<file path="config.mk">
export PLATFORM = sky130hd
export DESIGN_NAME = bitty_uart_bridge
export DESIGN_NICKNAME = d
export VERILOG_FILES = /design/src/rtl/bitty_bridge_pkg.sv /design/src/rtl/bitty_sync_fifo.sv /design/src/rtl/bitty_uart_bridge.sv
export SDC_FILE = /design/constraint.sdc
export NUM_CORES = 1
export LEC_CHECK = 0
export CAP_MARGIN = 20
export CORE_ASPECT_RATIO = 0.6
export CORE_MARGIN = 5
export CORE_UTILIZATION = 61
export DETAILED_ROUTE_END_ITERATION = 10
export PLACE_DENSITY_LB_ADDON = 0.15
export RECOVER_POWER = 100
export SKIP_CTS_REPAIR_TIMING = 1
export SLEW_MARGIN = 5
export SYNTH_ARGS = -nofsm -noshare
export SYNTH_HDL_FRONTEND = slang
export SYNTH_HIERARCHICAL = 1
export SYNTH_SLANG_ARGS = --single-unit
</file>
<file path="constraint.sdc">
create_clock -name clk -period 6.3 [get_ports clk]
set_input_delay 1.26 -clock clk [delete_from_list [all_inputs] [get_ports clk]]
set_output_delay 1.26 -clock clk [all_outputs]
set_load 0.005 [all_outputs]
</file>
<file path="src/rtl/bitty_bridge_pkg.sv">
// Shared types and helpers for the bitty UART bridge: dispatcher states,
// the result fill used on a watchdog expiry, and an index-width helper.
package bitty_bridge_pkg;

    typedef enum logic [2:0] {
        ST_IDLE      = 3'd0,
        ST_RUN       = 3'd1,
        ST_WAIT_DONE = 3'd2,
        ST_SEND      = 3'd3,
        ST_SEND_WAIT = 3'd4
    } disp_state_e;

    // Replicated per result byte, so any RESULT_BYTES gets an all-ones word.
    localparam logic [7:0] TIMEOUT_FILL_BYTE = 8'hFF;

    function automatic int idx_width(input int n);
        return (n <= 2) ? 1 : $clog2(n);
    endfunction

endpackage

</file>
<file path="src/rtl/bitty_sync_fifo.sv">
// Registered synchronous FIFO with wrap-around pointers (extra MSB for full/empty).
// A push while full is accepted only when a pop happens in the same cycle.
module bitty_sync_fifo #(
    parameter int WIDTH = 16,
    parameter int DEPTH = 4
) (
    input  logic             clk,
    input  logic             reset_n,
    input  logic             push,
    input  logic             pop,
    input  logic [WIDTH-1:0] wdata,
    output logic [WIDTH-1:0] rdata,
    output logic             full,
    output logic             empty
);

    localparam int AW = (DEPTH <= 2) ? 1 : $clog2(DEPTH);

    logic [DEPTH-1:0][WIDTH-1:0] mem_q, mem_d;
    logic [AW:0]                 wr_ptr_q, wr_ptr_d;
    logic [AW:0]                 rd_ptr_q, rd_ptr_d;
    logic                        do_push, do_pop;

    assign empty = (wr_ptr_q == rd_ptr_q);
    assign full  = (wr_ptr_q[AW] != rd_ptr_q[AW]) && (wr_ptr_q[AW-1:0] == rd_ptr_q[AW-1:0]);
    assign rdata = mem_q[rd_ptr_q[AW-1:0]];

    assign do_pop  = pop && !empty;
    assign do_push = push && (!full || do_pop);

    always_comb begin
        mem_d    = mem_q;
        wr_ptr_d = wr_ptr_q;
        rd_ptr_d = rd_ptr_q;
        if (do_push) begin
            mem_d[wr_ptr_q[AW-1:0]] = wdata;
            wr_ptr_d                = wr_ptr_q + 1'b1;
        end
        if (do_pop) begin
            rd_ptr_d = rd_ptr_q + 1'b1;
        end
    end

    always_ff @(posedge clk or negedge reset_n) begin
        if (!reset_n) begin
            mem_q    <= '0;
            wr_ptr_q <= '0;
            rd_ptr_q <= '0;
        end else begin
            mem_q    <= mem_d;
            wr_ptr_q <= wr_ptr_d;
            rd_ptr_q <= rd_ptr_d;
        end
    end

endmodule

</file>
<file path="src/rtl/bitty_uart_bridge.sv">
// UART front end for the bitty core: assembles rx bytes into instruction words,
// queues them, dispatches one at a time and returns the result LSB-first over tx.
module bitty_uart_bridge
    import bitty_bridge_pkg::*;
#(
    parameter int INSTR_BYTES    = 2,
    parameter int RESULT_BYTES   = 2,
    parameter int FIFO_DEPTH     = 4,
    parameter int TIMEOUT_CYCLES = 1024
) (
    input  logic                      clk,
    input  logic                      reset_n,
    input  logic [7:0]                rx_data,
    input  logic                      rx_done,
    input  logic                      tx_done,
    output logic [7:0]                tx_data,
    output logic                      tx_en,
    output logic [8*INSTR_BYTES-1:0]  core_instr,
    output logic                      core_run,
    input  logic [8*RESULT_BYTES-1:0] core_out,
    input  logic                      core_done,
    output logic                      busy,
    output logic                      overflow,
    output logic                      timeout
);

    localparam int IW  = 8 * INSTR_BYTES;
    localparam int RW  = 8 * RESULT_BYTES;
    localparam int BCW = idx_width(INSTR_BYTES);
    localparam int BIW = idx_width(RESULT_BYTES);
    localparam int TW  = $clog2(TIMEOUT_CYCLES + 1);

    logic [BCW-1:0] byte_cnt_q, byte_cnt_d;
    logic [IW-1:0]  word_q, word_d, push_word;
    logic           fifo_push, fifo_pop, fifo_full, fifo_empty;
    logic [IW-1:0]  fifo_rdata;
    logic           overflow_q, overflow_d;

    disp_state_e    state_q, state_d;
    logic [IW-1:0]  instr_q, instr_d;
    logic [RW-1:0]  result_q, result_d;
    logic [BIW-1:0] byte_idx_q, byte_idx_d;
    logic [TW-1:0]  wdog_q, wdog_d;
    logic [7:0]     tx_data_q, tx_data_d;
    logic           timeout_q, timeout_d;

    bitty_sync_fifo #(
        .WIDTH (IW),
        .DEPTH (FIFO_DEPTH)
    ) u_fifo (
        .clk     (clk),
        .reset_n (reset_n),
        .push    (fifo_push),
        .pop     (fifo_pop),
        .wdata   (push_word),
        .rdata   (fifo_rdata),
        .full    (fifo_full),
        .empty   (fifo_empty)
    );

    // The final byte is merged combinationally so the word is pushed in its arrival cycle.
    always_comb begin
        word_d     = word_q;
        byte_cnt_d = byte_cnt_q;
        push_word  = word_q;
        fifo_push  = 1'b0;
        if (rx_done) begin
            for (int i = 0; i < INSTR_BYTES; i++) begin
                if (byte_cnt_q == BCW'(i)) push_word[i*8 +: 8] = rx_data;
            end
            word_d = push_word;
            if (byte_cnt_q == BCW'(INSTR_BYTES - 1)) begin
                byte_cnt_d = '0;
                fifo_push  = 1'b1;
            end else begin
                byte_cnt_d = byte_cnt_q + 1'b1;
            end
        end
        overflow_d = overflow_q | (fifo_push & fifo_full & ~fifo_pop);
    end

    always_comb begin
        state_d    = state_q;
        instr_d    = instr_q;
        result_d   = result_q;
        byte_idx_d = byte_idx_q;
        wdog_d     = wdog_q;
        timeout_d  = timeout_q;
        tx_data_d  = tx_data_q;
        fifo_pop   = 1'b0;
        core_run   = 1'b0;
        tx_en      = 1'b0;
        case (state_q)
            ST_IDLE: begin
                if (!fifo_empty) begin
                    fifo_pop = 1'b1;
                    instr_d  = fifo_rdata;
                    state_d  = ST_RUN;
                end
            end
            ST_RUN: begin
                core_run = 1'b1;
                wdog_d   = '0;
                state_d  = ST_WAIT_DONE;
            end
            ST_WAIT_DONE: begin
                if (core_done) begin
                    result_d   = core_out;
                    byte_idx_d = '0;
                    state_d    = ST_SEND;
                end else if (wdog_q == TW'(TIMEOUT_CYCLES - 1)) begin
                    result_d   = {RESULT_BYTES{TIMEOUT_FILL_BYTE}};
                    timeout_d  = 1'b1;
                    byte_idx_d = '0;
                    state_d    = ST_SEND;
                end else begin
                    wdog_d = wdog_q + 1'b1;
                end
            end
            ST_SEND: begin
                tx_en   = 1'b1;
                state_d = ST_SEND_WAIT;
            end
            ST_SEND_WAIT: begin
                if (tx_done) begin
                    if (byte_idx_q == BIW'(RESULT_BYTES - 1)) begin
                        state_d = ST_IDLE;
                    end else begin
                        byte_idx_d = byte_idx_q + 1'b1;
                        state_d    = ST_SEND;
                    end
                end
            end
            default: state_d = ST_IDLE;
        endcase
        // tx_data is loaded on entry to SEND so it is valid with tx_en and holds afterwards.
        if (state_d == ST_SEND && state_q != ST_SEND) begin
            for (int i = 0; i < RESULT_BYTES; i++) begin
                if (byte_idx_d == BIW'(i)) tx_data_d = result_d[i*8 +: 8];
            end
        end
    end

    always_ff @(posedge clk or negedge reset_n) begin
        if (!reset_n) begin
            byte_cnt_q <= '0;
            word_q     <= '0;
            overflow_q <= 1'b0;
            state_q    <= ST_IDLE;
            instr_q    <= '0;
            result_q   <= '0;
            byte_idx_q <= '0;
            wdog_q     <= '0;
            tx_data_q  <= '0;
            timeout_q  <= 1'b0;
        end else begin
            byte_cnt_q <= byte_cnt_d;
            word_q     <= word_d;
            overflow_q <= overflow_d;
            state_q    <= state_d;
            instr_q    <= instr_d;
            result_q   <= result_d;
            byte_idx_q <= byte_idx_d;
            wdog_q     <= wdog_d;
            tx_data_q  <= tx_data_d;
            timeout_q  <= timeout_d;
        end
    end

    assign tx_data    = tx_data_q;
    assign core_instr = instr_q;
    assign busy       = (state_q != ST_IDLE);
    assign overflow   = overflow_q;
    assign timeout    = timeout_q;

endmodule

</file>
# == Yosys cells after proc, flatten, opt, wreduce, memory -nomap -nowiden ==
# Index checks and enable logic that the tools add are counted.
# word_totals
register_bits,144
in_bits,29
output_inout_bits,29
elab_cells,89
# classes
add_sub_neg,5
n_lt_le_gt_ge,3
eq_ne,12
mux,33
bitwise,6
reduce_logical,14
# ops
op,count
$mux W16,6
$bwmux W64,1
$bmux W16 S2,1
$demux W16 S2,1
$mux W8,3
$mux W11,2
$pmux W11 S2,1
$pmux W3 S5,1
$mux W3,4
$add A11 B1 Y11 const B,1
$eq A11 B10 Y1 const B,1
$mux W1,11
$eq A3 B2 Y1 const B,3
$add A3 B1 Y3 const B,2
$lt A2 B3 Y1 const B,2
$reduce_and A3 Y1,2
$logic_and A1 B1 Y1,5
$ne A2 B2 Y1 const B,2
$eq A3 B1 Y1 const B,1
$eq A3 B3 Y1,1
$eq A3 B3 Y1 const B,1
$logic_not A3 Y1,1
$ne A3 B2 Y1 const B,1
$not A1 Y1,3
13 further kinds,16

# == Logic depth before layout (Yosys ltp) ==
# Gate-level depths: netlist of run 1.
# logic_depth
word_depth,6
ltp_mapped,10
ltp_nobuf,6

# == By module ==
# Netlist of run 1, hierarchy kept.
# modules_own_cells
mod,instances,cells_each,area_per_inst_um2
bitty_sync_fifo,1,190,3274.4
bitty_uart_bridge,1,215,2787.7

# == Worst setup path before layout of run 1 ==
# OpenSTA, ideal clock, no wires.
# synth_timing
path_type,reg-to-reg
start,register u_fifo.rd_ptr_q[0]
end,register u_fifo/mem_q[54] in the netlist's numbering
arrival_time_ns,2.829
required_ns,6.175
path_slack_ns,3.346
stages_incl_launch_ff,11
path_cell_list,dfrtp_1 buf_4 xor2_2 or2_2 nor2_1 nor2_4 buf_6 buf_2 o41ai_4 buf_6 mux2_2
# synth_via
elab_chain_cells,6
elab_cells_between_ends,10
# synth_rtl
element,line,text
start: declaration,bitty_sync_fifo.sv:21,"logic [AW:0] rd_ptr_q, rd_ptr_d;"
start signal: assignment,bitty_sync_fifo.sv:52,rd_ptr_q <= rd_ptr_d;
$eq A3 B3 Y1,bitty_sync_fifo.sv:24,assign empty = (wr_ptr_q == rd_ptr_q);
net fifo_empty,bitty_uart_bridge.sv:35,"logic fifo_push, fifo_pop, fifo_full, fifo_empty;"
$mux W1,bitty_uart_bridge.sv:95,if (!fifo_empty) begin
$mux W1,bitty_uart_bridge.sv:93,case (state_q)
net fifo_pop,bitty_uart_bridge.sv:35,
$logic_and A1 B1 Y1,bitty_sync_fifo.sv:28,assign do_pop = pop && !empty;
$logic_or A1 B1 Y1,bitty_sync_fifo.sv:29,assign do_push = push && (!full || do_pop);
$logic_and A1 B1 Y1,bitty_sync_fifo.sv:29,
end signal: assignment,bitty_sync_fifo.sv:50,mem_q <= mem_d;
end: declaration,bitty_sync_fifo.sv:19,"logic [DEPTH-1:0][WIDTH-1:0] mem_q, mem_d;"
# The timed path passes the listed nets, and every way through them passes these cells.
# A chain may end at the register's enable or synchronous reset.

# == Worst setup path after layout of run 1 ==
# layout_timing
start,register u_fifo.rd_ptr_q[1]
end,register u_fifo/mem_q[61] in the netlist's numbering
# layout_via
elab_chain_cells,6
elab_cells_between_ends,10
# layout_rtl
element,line
$eq A3 B3 Y1 *,bitty_sync_fifo.sv:24
net fifo_empty,bitty_uart_bridge.sv:35
$mux W1,bitty_uart_bridge.sv:95
$mux W1,bitty_uart_bridge.sv:93
$logic_and A1 B1 Y1 *,bitty_sync_fifo.sv:28
$logic_or A1 B1 Y1 *,bitty_sync_fifo.sv:29
$logic_and A1 B1 Y1 *,bitty_sync_fifo.sv:29
# The timed path passes the listed nets; every way through them passes the cells marked *.

==> results by group, run 1 <==
Place
  • DP HPWL: 7780 µm
  • Gpl congestion: 0.811
  • I/O Buffers: 57

Setup path
  • CP arrival: 4.56 ns
  • Crit Path Max Fanout: 25
  • CP Class: reg -> reg
  • Worst path required time: between 6 and 7 ns
  • Crit start category: flip-flop
  • CP Capture Type: flip-flop

Finish
  • Diode count: 0
  • Area grow syn2layout: 18.4%
  • Layout Nets: 503
  • Fin util: about three quarters
  • Layout cells sized above 1: 26.5%
  • Area of the multi-input gates: 2360 µm²
  • Sequential cell area: 3400 µm²
  • Filler Cells Inserted: 608

Die
  • Core footprint: around 9800 µm²
  • Die width: 139 µm
  • Vert. Die Dim: 87.2 µm
  • Die area: 12100 µm²
  • Initial Util: 62.0%
  • FP Rows: 28
  • IO Pins: 58

Pwr
  • Leak pwr: 3.03 nW
  • Pwr Total: 3.93 mW
  • Peak VDD IR: approximately 0.32 mV
  • Power per cell area: 548 nW/µm²

Clock network
  • Clk_lat worst skew: slightly above 0.4 ns
  • CTS tree: built
  • Bufs on Longest Clock Path: 2
  • Clock tree root driver cell: clkbuf_16
  • Clock sinks: 136
  • Htree depth: 4
  • TritonCTS Buffers: 17
  • Clk pin slew, worst setup/hold paths: about 0.060 ns

Timing
  • RSZ-0062 raised after global routing: false
  • Final setup viols: 0
  • Worst-margin pin slew: around 1.9 ns
  • Period Utilization, post-route: 67.9%
  • Max Freq: 0.234 GHz
  • Max-slew headroom: -25.8%
  • Final Critical Period: 4.28 ns
  • Max-slew violation count: 24
  • Final hold vios: 0
  • Hold Slack: 0.477 ns
  • TNS Setup: 0 ns
  • Worst clock skew: 0.00741 ns

Synthesis
  • Area share of the largest cell type after synthesis: 56.1%
  • Ys async rst share: 100%
  • Yosys top cell by area: dfrtp_1
  • EDFF count, synth: 0
  • Cell count after synthesis: 405
  • Sequential-to-total area share from yosys stat: 56.1%
  • Mapped Area: 6060 µm²
  • Mapped Nets: between 400 and 500
  • Unique masters post-synth: 52
  • Synth warn: 6
  • Synth top area cells: dfrtp_1 (56%), mux2_2 (15%), mux4_2 (5.9%)
  • Synth Flop Type: dfrtp_1
  • #FFs+latches synth: 136
  • Syn avg cell area: 15.0 µm²

Global route
  • Pin count of the biggest net entering global routing: 72
  • Global route overflow: 0
  • Initial antenna violation count: 0
  • Vias in the first global route: 3808
  • First-pass GRT wire length: 20700 µm
  • GRT Total Usage: 22.3%

Route
  • Antenna viol nets, final: 0
  • Via density: 5.89
  • DR WL/cell: 20.0 µm
  • Routed vias: 3624
  • Initial DRC count: 193
  • DRC: 0
  • DRT Wirelength: roughly 12000 µm
  • TritonRoute pass-1 iters: 5

Run status
  • Failing checks: max-capacitance violations, max-slew violations
  • Outcome: finished with violations

Flow run
  • Max Cap Viol: 2

Min path
  • Worst hold path type: reg -> reg
==> sequential cells by signal, indices dropped and copies added, names as in the netlist, 3 cells and up <==
name	count
u_fifo/rd_ptr_q	3
state_q	3
core_instr	16
word_q	16
tx_data	8
u_fifo/mem_q	64
wdog_q	11
u_fifo/wr_ptr_q	3
result_q	8
==> worst paths after layout <==
check                           slack, ns               end  cells after the start                from
worst max-delay path                 2.02  u_fifo/mem_q[61]                      7  u_fifo/rd_ptr_q[1]
worst min-delay path                 0.48    core_instr[12]                      1      core_instr[12]
worst max register to register       2.02  u_fifo/mem_q[61]                      7  u_fifo/rd_ptr_q[1]
worst min register to register       0.48    core_instr[12]                      1      core_instr[12]
max in group asynchronous            4.14  u_fifo/mem_q[31]                      2             reset_n
min in group asynchronous            0.86     core_instr[9]                      1             reset_n
==> critical path: stages, from the launching register on <==
cell	delay, ns
dfrtp_1	1.01
xor2_1	0.40
or2_2	0.41
nor2_1	0.18
nor2_4	0.19
o41ai_1	0.51
clkbuf_1	0.99
mux2_2	0.44
==> routing by layer <==
metal,part of all wire (%),up-vias,routed length (µm),global-route usage (%)
met5,0,-,0,0
met4,0.55,0,68,5.51
met3,5.0,7,613,5.54
met2,47,90,5840,35.1
met1,47,1901,5800,31.9
li1,-,1626,-,-
==> cell type report <==
class	count	area share, %
Sequential cell	136	47.4
Multi-Input combinational cell	241	32.9
Timing Repair Buffer	63	8.39
Clock buffer	20	6.36
Tap cell	135	2.35
Clock inverter	11	2.06
Inverter	9	0.471
==> cells by family (layout without fill, tap and decap cells) <==
group           after synthesis  in the layout  synth area share [%]
compound gates               55             55                  7.82
xor+xnor                      9              9                  1.86
fa+ha+maj                     6              6                  1.24
buf+inv                      28            103                  2.83
flops                       136            136                  56.1
simple gates                 56             56                  5.80
mux                         115            115                  24.3
==> stage by stage <==
step | instance area, µm² | worst slack [ns] | std cells
CTS | 7310 | 2.79 | 615
global route | 7180 | 1.89 | 615
global placement | 6710 | 2.91 | 584
finish | 7180 | 2.02 | 615
detailed placement | 6710 | 2.83 | 584
floorplan | 6060 | 3.35 | 405
==> cell usage in the layout, fill, tap and decap left out, types with 13 or more instances in the layout <==
cell type,n
mux2_1,32
mux4_2,16
clkbuf_16,17
a21oi_1,13
dlygate4sd3_1,31
clkdlybuf4s50_1,25
dfrtp_1,136
mux2_2,66
nor2_1,13
==> power breakdown <==
| part | switching [mW] | internal, mW | leakage [nW] | total (mW) |
|---|---|---|---|---|
| clock | 0.362 | 0.641 | 0.285 | 1.00 |
| combinational | 0.611 | 0.768 | 1.11 | 1.38 |
| sequential | 0.260 | 1.29 | 1.64 | 1.55 |
==> Yosys cell counts, types with 3 or more instances <==
master,number
nor3_1,3
or4_1,4
o22ai_1,8
nand2_1,8
dfrtp_1,136
a21oi_1,13
ha_1,6
o41ai_1,3
mux2_2,83
nor2_1,13
xnor2_1,4
nand3_1,5
and2_1,4
buf_2,5
clkbuf_1,5
inv_1,7
mux2_1,15
o31ai_1,4
o41ai_4,4
o22a_1,8
o21ai_1,3
or3_1,4
buf_6,7
mux4_2,16
Power figures use the tool's default switching activity.
==> inputs of run 2 (changes only) <==
--- a/config.mk
+++ b/config.mk
@@ -8,7 +8,7 @@
 export CAP_MARGIN = 20
 export CORE_ASPECT_RATIO = 0.6
 export CORE_MARGIN = 5
-export CORE_UTILIZATION = 61
+export CORE_UTILIZATION = 51
 export DETAILED_ROUTE_END_ITERATION = 10
 export PLACE_DENSITY_LB_ADDON = 0.15
 export RECOVER_POWER = 100
==> constraint.sdc (replaced) <==
create_clock -name clk -period 3.7 [get_ports clk]
set_input_delay 0.74 -clock clk [delete_from_list [all_inputs] [get_ports clk]]
set_output_delay 0.74 -clock clk [all_outputs]
set_load 0.005 [all_outputs]
==> run 2 against run 1 <==
The flow still finishes with violations (max-capacitance violations, max-slew violations). Clock skew decreased by 0.00078 ns. Via count decreased by 1.4%. Sequential share of layout area decreased by 0.97 points. Largest cell class unchanged.
==> results by group, run 2 (synthesis gave the netlist of run 1 again) <==
Pwr
  • Leak pwr: 3.09 nW (+1.9%)
  • Power per cell area: 944 nW/µm² (+72%)
  • Sw frac: 31.5% (+0.088 points)
  • Clock power share: 26.9% (+1.4 points)
  • Peak VDD IR: 0.430 mV (+36%)
  • Pint: 4.74 mW (+76%)
  • Combinational fraction of design power: 35.4% (+0.3 points)
  • Flop pwr share: 37.7% (-1.7 points)
  • P_sw: 2.18 mW (+76%)

Place
  • DP HPWL: 8160 µm (+4.9%)
  • Gpl congestion: 0.790 (-2.6%)
  • DP Area: 6770 µm² (+0.88%)
  • I/O Buffers: 57 (unchanged)

Finish
  • Design Area, Final: 7330 µm² (+2.1%)
  • Commonest non-fill, non-tap cell in the layout: dfrtp_1
  • Layout Nets: 506 (+0.60%)
  • Largest Register: u_fifo/mem_q
  • Max FFs per register: 64 (unchanged)
  • Most frequent cells in the layout: dfrtp_1 (136), mux2_2 (66), mux2_1 (32), dlygate4sd3_1 (31), clkdlybuf4s50_1 (25)
  • Area grow syn2layout: 20.9%
  • Diode count: 0 (unchanged)
  • Layout cells sized above 1: 27.7% (+1.2 points)

Timing
  • Final Critical Period: 3.21 ns (-1.07 ns)
  • Final setup viols: 0 (unchanged)
  • Worst clock skew: 0.00663 ns (-0.000779 ns)
  • Final hold vios: 0 (unchanged)
  • Max Freq: 0.312 GHz (+33%)
  • TNS Setup: 0 ns (unchanged)
  • Period Utilization, post-route: 86.6% (+19 points)
  • Max-slew headroom: -42.1% (-16 points)
  • Worst-margin pin slew: 2.13 ns (+0.270 ns)
  • RSZ-0062 raised after global routing: false
  • Max-slew violation count: 85 (+250%)

Die
  • FP Rows: 30 (+7.1%)
  • Vert. Die Dim: 94.5 µm (+8.3%)
  • Die area: 14200 µm² (+18%)
  • Die width: 151 µm (+8.7%)
  • IO Pins: 58 (unchanged)
  • Initial Util: 53.0% (-9.1 points)
  • Core footprint: 11400 µm² (+17%)

Run status
  • Failing checks: max-capacitance violations, max-slew violations
  • Outcome: finished with violations

Clock network
  • Clk_lat worst skew: 0.41 ns (about the same)
  • Clock sinks: 136 (unchanged)
  • TritonCTS Buffers: 17 (unchanged)
  • Bufs on Longest Clock Path: 2 (unchanged)
  • Clk pin slew, worst setup/hold paths: 0.06 ns (about the same)
  • Htree depth: 4 (unchanged)
  • Clock tree root driver cell: clkbuf_16
  • CTS tree: built

Route
  • DRC: 0 (unchanged)
  • Initial DRC count: 144 (-25%)
  • Antenna viol nets, final: 0 (unchanged)
  • Via density: 5.55 (-5.8%)
  • TritonRoute pass-1 iters: 4 (-1)
  • DR WL/cell: 19.3 µm (-3.4%)
  • DRT Wirelength: 12500 µm (+1.1%)
  • Routed vias: 3573 (-1.4%)

Setup path
  • Crit. Startpoint: u_fifo/rd_ptr_q[1]
  • CP Class: reg -> reg
  • Reg-to-reg critical path endpoint: u_fifo/mem_q[33]
  • CP arrival: 3.50 ns (-1.06 ns)
  • Reg2reg path depth: 7 (unchanged)
  • CP Capture Type: flip-flop
  • Setup crit end: u_fifo/mem_q[33]
  • RR Startpoint: u_fifo/rd_ptr_q[1]
  • Crit start category: flip-flop
  • Worst path required time: 3.99 ns (-2.59 ns)
  • Crit Path Max Fanout: 25 (unchanged)
  • R2r setup slk: 0.49 ns (-1.53 ns)

Global route
  • Initial antenna violation count: 0 (unchanged)
  • Pin count of the biggest net entering global routing: 86 (+19%)
  • Vias in the first global route: 3897 (+2.3%)
  • GRT Total Usage: 19.4% (-2.9 points)
  • First-pass GRT wire length: 20900 µm (+1.3%)
  • Global route overflow: 0 (unchanged)

Min path
  • Worst hold path type: reg -> reg
  • Hold depth: 2 (+1)

Flow run
  • Max Cap Viol: 2 (unchanged)
run 2: final cells by class:
| class | instances | area, µm² |
|---|---|---|
| Inverter | 9 | 33.8 |
| Fill cell | 849 | 4120 |
| Timing Repair Buffer | 66 | 629 |
| Clock inverter | 14 | 219 |
| Multi-Input combinational cell | 241 | 2400 |
| Tap cell | 160 | 200 |
| Sequential cell | 136 | 3400 |
| Clock buffer | 18 | 439 |
run 2: worst min-delay path by stage:
stage          startpoint               end  slack, ns
2_1_floorplan     reset_n        byte_cnt_q       0.44
3_3_place_gp      timeout           timeout       0.45
3_5_place_dp      timeout           timeout       0.46
4_1_cts           reset_n  u_fifo/mem_q[41]       0.41
5_1_grt          overflow          overflow       0.49
6_report          timeout           timeout       0.46
run 2: stage by stage:
stage	total power [mW]	util, %	hold slack (ns)	worst slack [ns]	instances
after CTS	7.18	64.9	0.412	0.703	643
after detailed placement	5.28	59.1	0.458	0.711	611
final	6.92	64.0	0.464	0.495	644
after floorplan	4.43	-	0.444	0.746	405
after global placement	5.16	59.1	0.446	0.801	611
after global routing	7.36	64.0	0.493	0.313	644
run 2: worst max-delay path: stages, from the launching register on:
cell and delay, ns:
dfrtp_1 0.45, xor2_4 0.25, or2_2 0.33, nor2_1 0.18, nor2_4 0.19, o41ai_4 0.36, clkbuf_1 0.89, mux2_2 0.43
run 2: power groups by stage:
stage / Combinational [mW] / Clock (mW) / Sequential (mW)
floorplan: 1.93 / 0 / 2.49
global placement: 2.56 / 0 / 2.60
detailed placement: 2.64 / 0 / 2.64
CTS: 2.66 / 1.90 / 2.62
global route: 2.69 / 1.97 / 2.70
finish: 2.45 / 1.86 / 2.61
run 2: per-layer routing:
layer / vias to the layer above / share of wire, % / track usage, % / routed length (µm)
li1: 1641 / - / - / -
met1: 1861 / 50 / 28.2 / 6270
met2: 58 / 45 / 28.8 / 5610
met3: 13 / 3.1 / 3.69 / 385
met4: 0 / 1.5 / 7.84 / 182
met5: - / 0 / 0 / 0
==> inputs of run 3 (changes only) <==
--- a/config.mk
+++ b/config.mk
@@ -7,7 +7,7 @@
 export LEC_CHECK = 0
 export CAP_MARGIN = 20
 export CORE_ASPECT_RATIO = 0.6
-export CORE_MARGIN = 5
+export CORE_MARGIN = 10
 export CORE_UTILIZATION = 51
 export DETAILED_ROUTE_END_ITERATION = 10
 export PLACE_DENSITY_LB_ADDON = 0.15
==> run 3 against run 2 <==
The run still ends with max-capacitance violations, max-slew violations left. Sequential power hardly changed. Utilization fell by 0.38 points. Clock power shrank 8%. First-iteration DRC count up 27%. Non-clock buffer count did not move. Hold slack got worse by 0.0095 ns. Via count rose by 0.28%. Register-to-register slack better by 0.14 ns. Setup slack gained 0.14 ns. Critical path type unchanged. Highest routed layer unchanged.
==> results by group, run 3 (synthesis gave the netlist of run 1 again) <==
Run status
  • Outcome: finished with violations
  • Failing checks: max-capacitance violations, max-slew violations

Finish
  • Fin cells: 644 (unchanged)
  • Layout cells sized above 1: 27.9% (+0.21 points)
  • Max FFs per register: 64 (unchanged)
  • Most frequent cells in the layout: dfrtp_1 (136), mux2_2 (68), dlygate4sd3_1 (31), mux2_1 (30), clkdlybuf4s50_1 (25)
  • Filler Cells Inserted: 871 (+2.6%)
  • Layout Nets: 506 (unchanged)
  • Design Area, Final: 7280 µm² (-0.60%)
  • Sequential cell area: 3400 µm² (unchanged)
  • Fin util: 63.6% (-0.38 points)
  • Area grow syn2layout: 20.1%
  • Area of the multi-input gates: 2400 µm² (about the same)
  • Largest Register: u_fifo/mem_q
  • Diode count: 0 (unchanged)
  • Commonest non-fill, non-tap cell in the layout: dfrtp_1

Pwr
  • Combinational fraction of design power: 37.0% (+1.6 points)
  • Pint: 4.64 mW (-2.1%)
  • Flop pwr share: 37.9% (+0.2 points)
  • Sw frac: 32.3% (+0.88 points)
  • P_sw: 2.22 mW (+1.9%)
  • Pwr Total: 6.86 mW (-0.86%)
  • Clock power share: 25.1% (-1.8 points)
  • Power per cell area: 942 nW/µm² (-0.26%)
  • Peak VDD IR: 0.455 mV (+6.0%)
  • Leak pwr: 3.05 nW (-1.2%)

Die
  • Vert. Die Dim: 104 µm (+11%)
  • Core footprint: 11400 µm² (unchanged)
  • IO Pins: 58 (unchanged)
  • Die width: 161 µm (+6.6%)
  • Initial Util: 53.0% (unchanged)
  • Die area: 16800 µm² (+18%)
  • FP Rows: 30 (unchanged)

Global route
  • Initial antenna violation count: 0 (unchanged)
  • GRT Total Usage: 15.9% (-3.5 points)
  • Global route overflow: 0 (unchanged)
  • First-pass GRT wire length: 21400 µm (+2.2%)
  • Vias in the first global route: 3876 (-0.54%)
  • Pin count of the biggest net entering global routing: 74 (-14%)

Clock network
  • Htree depth: 4 (unchanged)
  • Clock tree root driver cell: clkbuf_16
  • Bufs on Longest Clock Path: 2 (unchanged)
  • TritonCTS Buffers: 17 (unchanged)
  • Clk_lat worst skew: 0.41 ns (about the same)
  • Clk pin slew, worst setup/hold paths: 0.06 ns (about the same)
  • CTS tree: built
  • Clock sinks: 136 (unchanged)

Route
  • Antenna viol nets, final: 0 (unchanged)
  • TritonRoute pass-1 iters: 4 (unchanged)
  • DR WL/cell: 20.1 µm (+3.8%)
  • DRC: 0 (unchanged)
  • Via density: 5.56 (+0.28%)
  • Initial DRC count: 183 (+27%)
  • Routed vias: 3583 (+0.28%)
  • DRT Wirelength: 12900 µm (+3.8%)

Setup path
  • CP Class: reg -> reg
  • Reg2reg path depth: 7 (unchanged)
  • RR Startpoint: u_fifo/wr_ptr_q[0]
  • CP arrival: 3.36 ns (-0.14 ns)
  • R2r setup slk: 0.63 ns (+0.14 ns)
  • Reg-to-reg critical path endpoint: u_fifo/mem_q[11]
  • Worst path required time: 3.99 ns (about the same)
  • Crit start category: flip-flop
  • Crit Path Max Fanout: 16 (-36%)
  • CP Capture Type: flip-flop

Place
  • Pre-CTS setup slack: 0.738 ns (+0.0278 ns)
  • Gpl congestion: 0.743 (-6.0%)
  • DP HPWL: 8530 µm (+4.5%)
  • I/O Buffers: 57 (unchanged)
  • Placed insts: 612 (+0.16%)
  • DP Area: 6780 µm² (+0.11%)

Min path
  • Hold depth: 2 (unchanged)
  • Worst Hold Launch: timeout
  • Worst hold path type: reg -> reg
  • WHS Endpoint: timeout

Timing
  • Period Utilization, post-route: 82.9% (-3.7 points)
  • Setup ws final: 0.631 ns (+0.136 ns)
  • Max-slew violation count: 88 (+3.5%)
  • Max-slew headroom: -13.7% (+28 points)
  • TNS Setup: 0 ns (unchanged)
  • Worst clock skew: 0.00630 ns (-0.000332 ns)
  • Max Freq: 0.326 GHz (+4.4%)
  • Hold Slack: 0.454 ns (-0.00947 ns)
  • Final Critical Period: 3.07 ns (-0.136 ns)
  • Worst-margin pin slew: 1.68 ns (-0.448 ns)
  • Final hold vios: 0 (unchanged)
  • RSZ-0062 raised after global routing: false
  • Final setup viols: 0 (unchanged)

Flow run
  • Max Cap Viol: 3 (+1)
run 3: how the worst max path moves through the flow:
| stage | from | endpoint | cells after the start |
|---|---|---|---|
| global placement | u_fifo/wr_ptr_q[0] | u_fifo/mem_q[57] | 7 |
| finish | u_fifo/wr_ptr_q[0] | u_fifo/mem_q[11] | 7 |
| floorplan | u_fifo/rd_ptr_q[0] | u_fifo/mem_q[54] | 10 |
| CTS | u_fifo/wr_ptr_q[1] | u_fifo/mem_q[60] | 7 |
| detailed placement | u_fifo/wr_ptr_q[1] | u_fifo/mem_q[49] | 7 |
| global route | u_fifo/wr_ptr_q[0] | u_fifo/mem_q[12] | 7 |
run 3: power groups by stage:
stage | sequential, mW | combinational (mW) | clock (mW)
floorplan | 2.49 | 1.93 | 0
global placement | 2.59 | 2.59 | 0
detailed placement | 2.63 | 2.67 | 0
CTS | 2.62 | 2.70 | 1.76
global route | 2.69 | 2.77 | 1.83
finish | 2.60 | 2.54 | 1.72
run 3: final cells by class:
cell class              count  area share, %
well taps                 160           2.75
multi-input cells         241           33.0
inverters                   9          0.464
clock inverters            12           2.04
flip-flops and latches    136           46.7
clock buffers              20           6.27
repair buffers             66           8.74
run 3: routing by layer:
layer  global-route usage [%]  routed length [µm]  vias up
met2                     23.8                5860       51
met5                        0                   0        -
li1                         -                   -     1658
met4                     4.08                  93        0
met3                     4.47                 465        9
met1                     22.3                6510     1865
run 3: critical path, stage by stage, from the launching register on:
cell and delay [ns]:
dfrtp_1 0.44, xor2_1 0.78, or2_2 0.25, nor2_1 0.06, nor2_4 0.41, o41ai_1 0.17
clkbuf_2 0.40, mux2_1 0.43
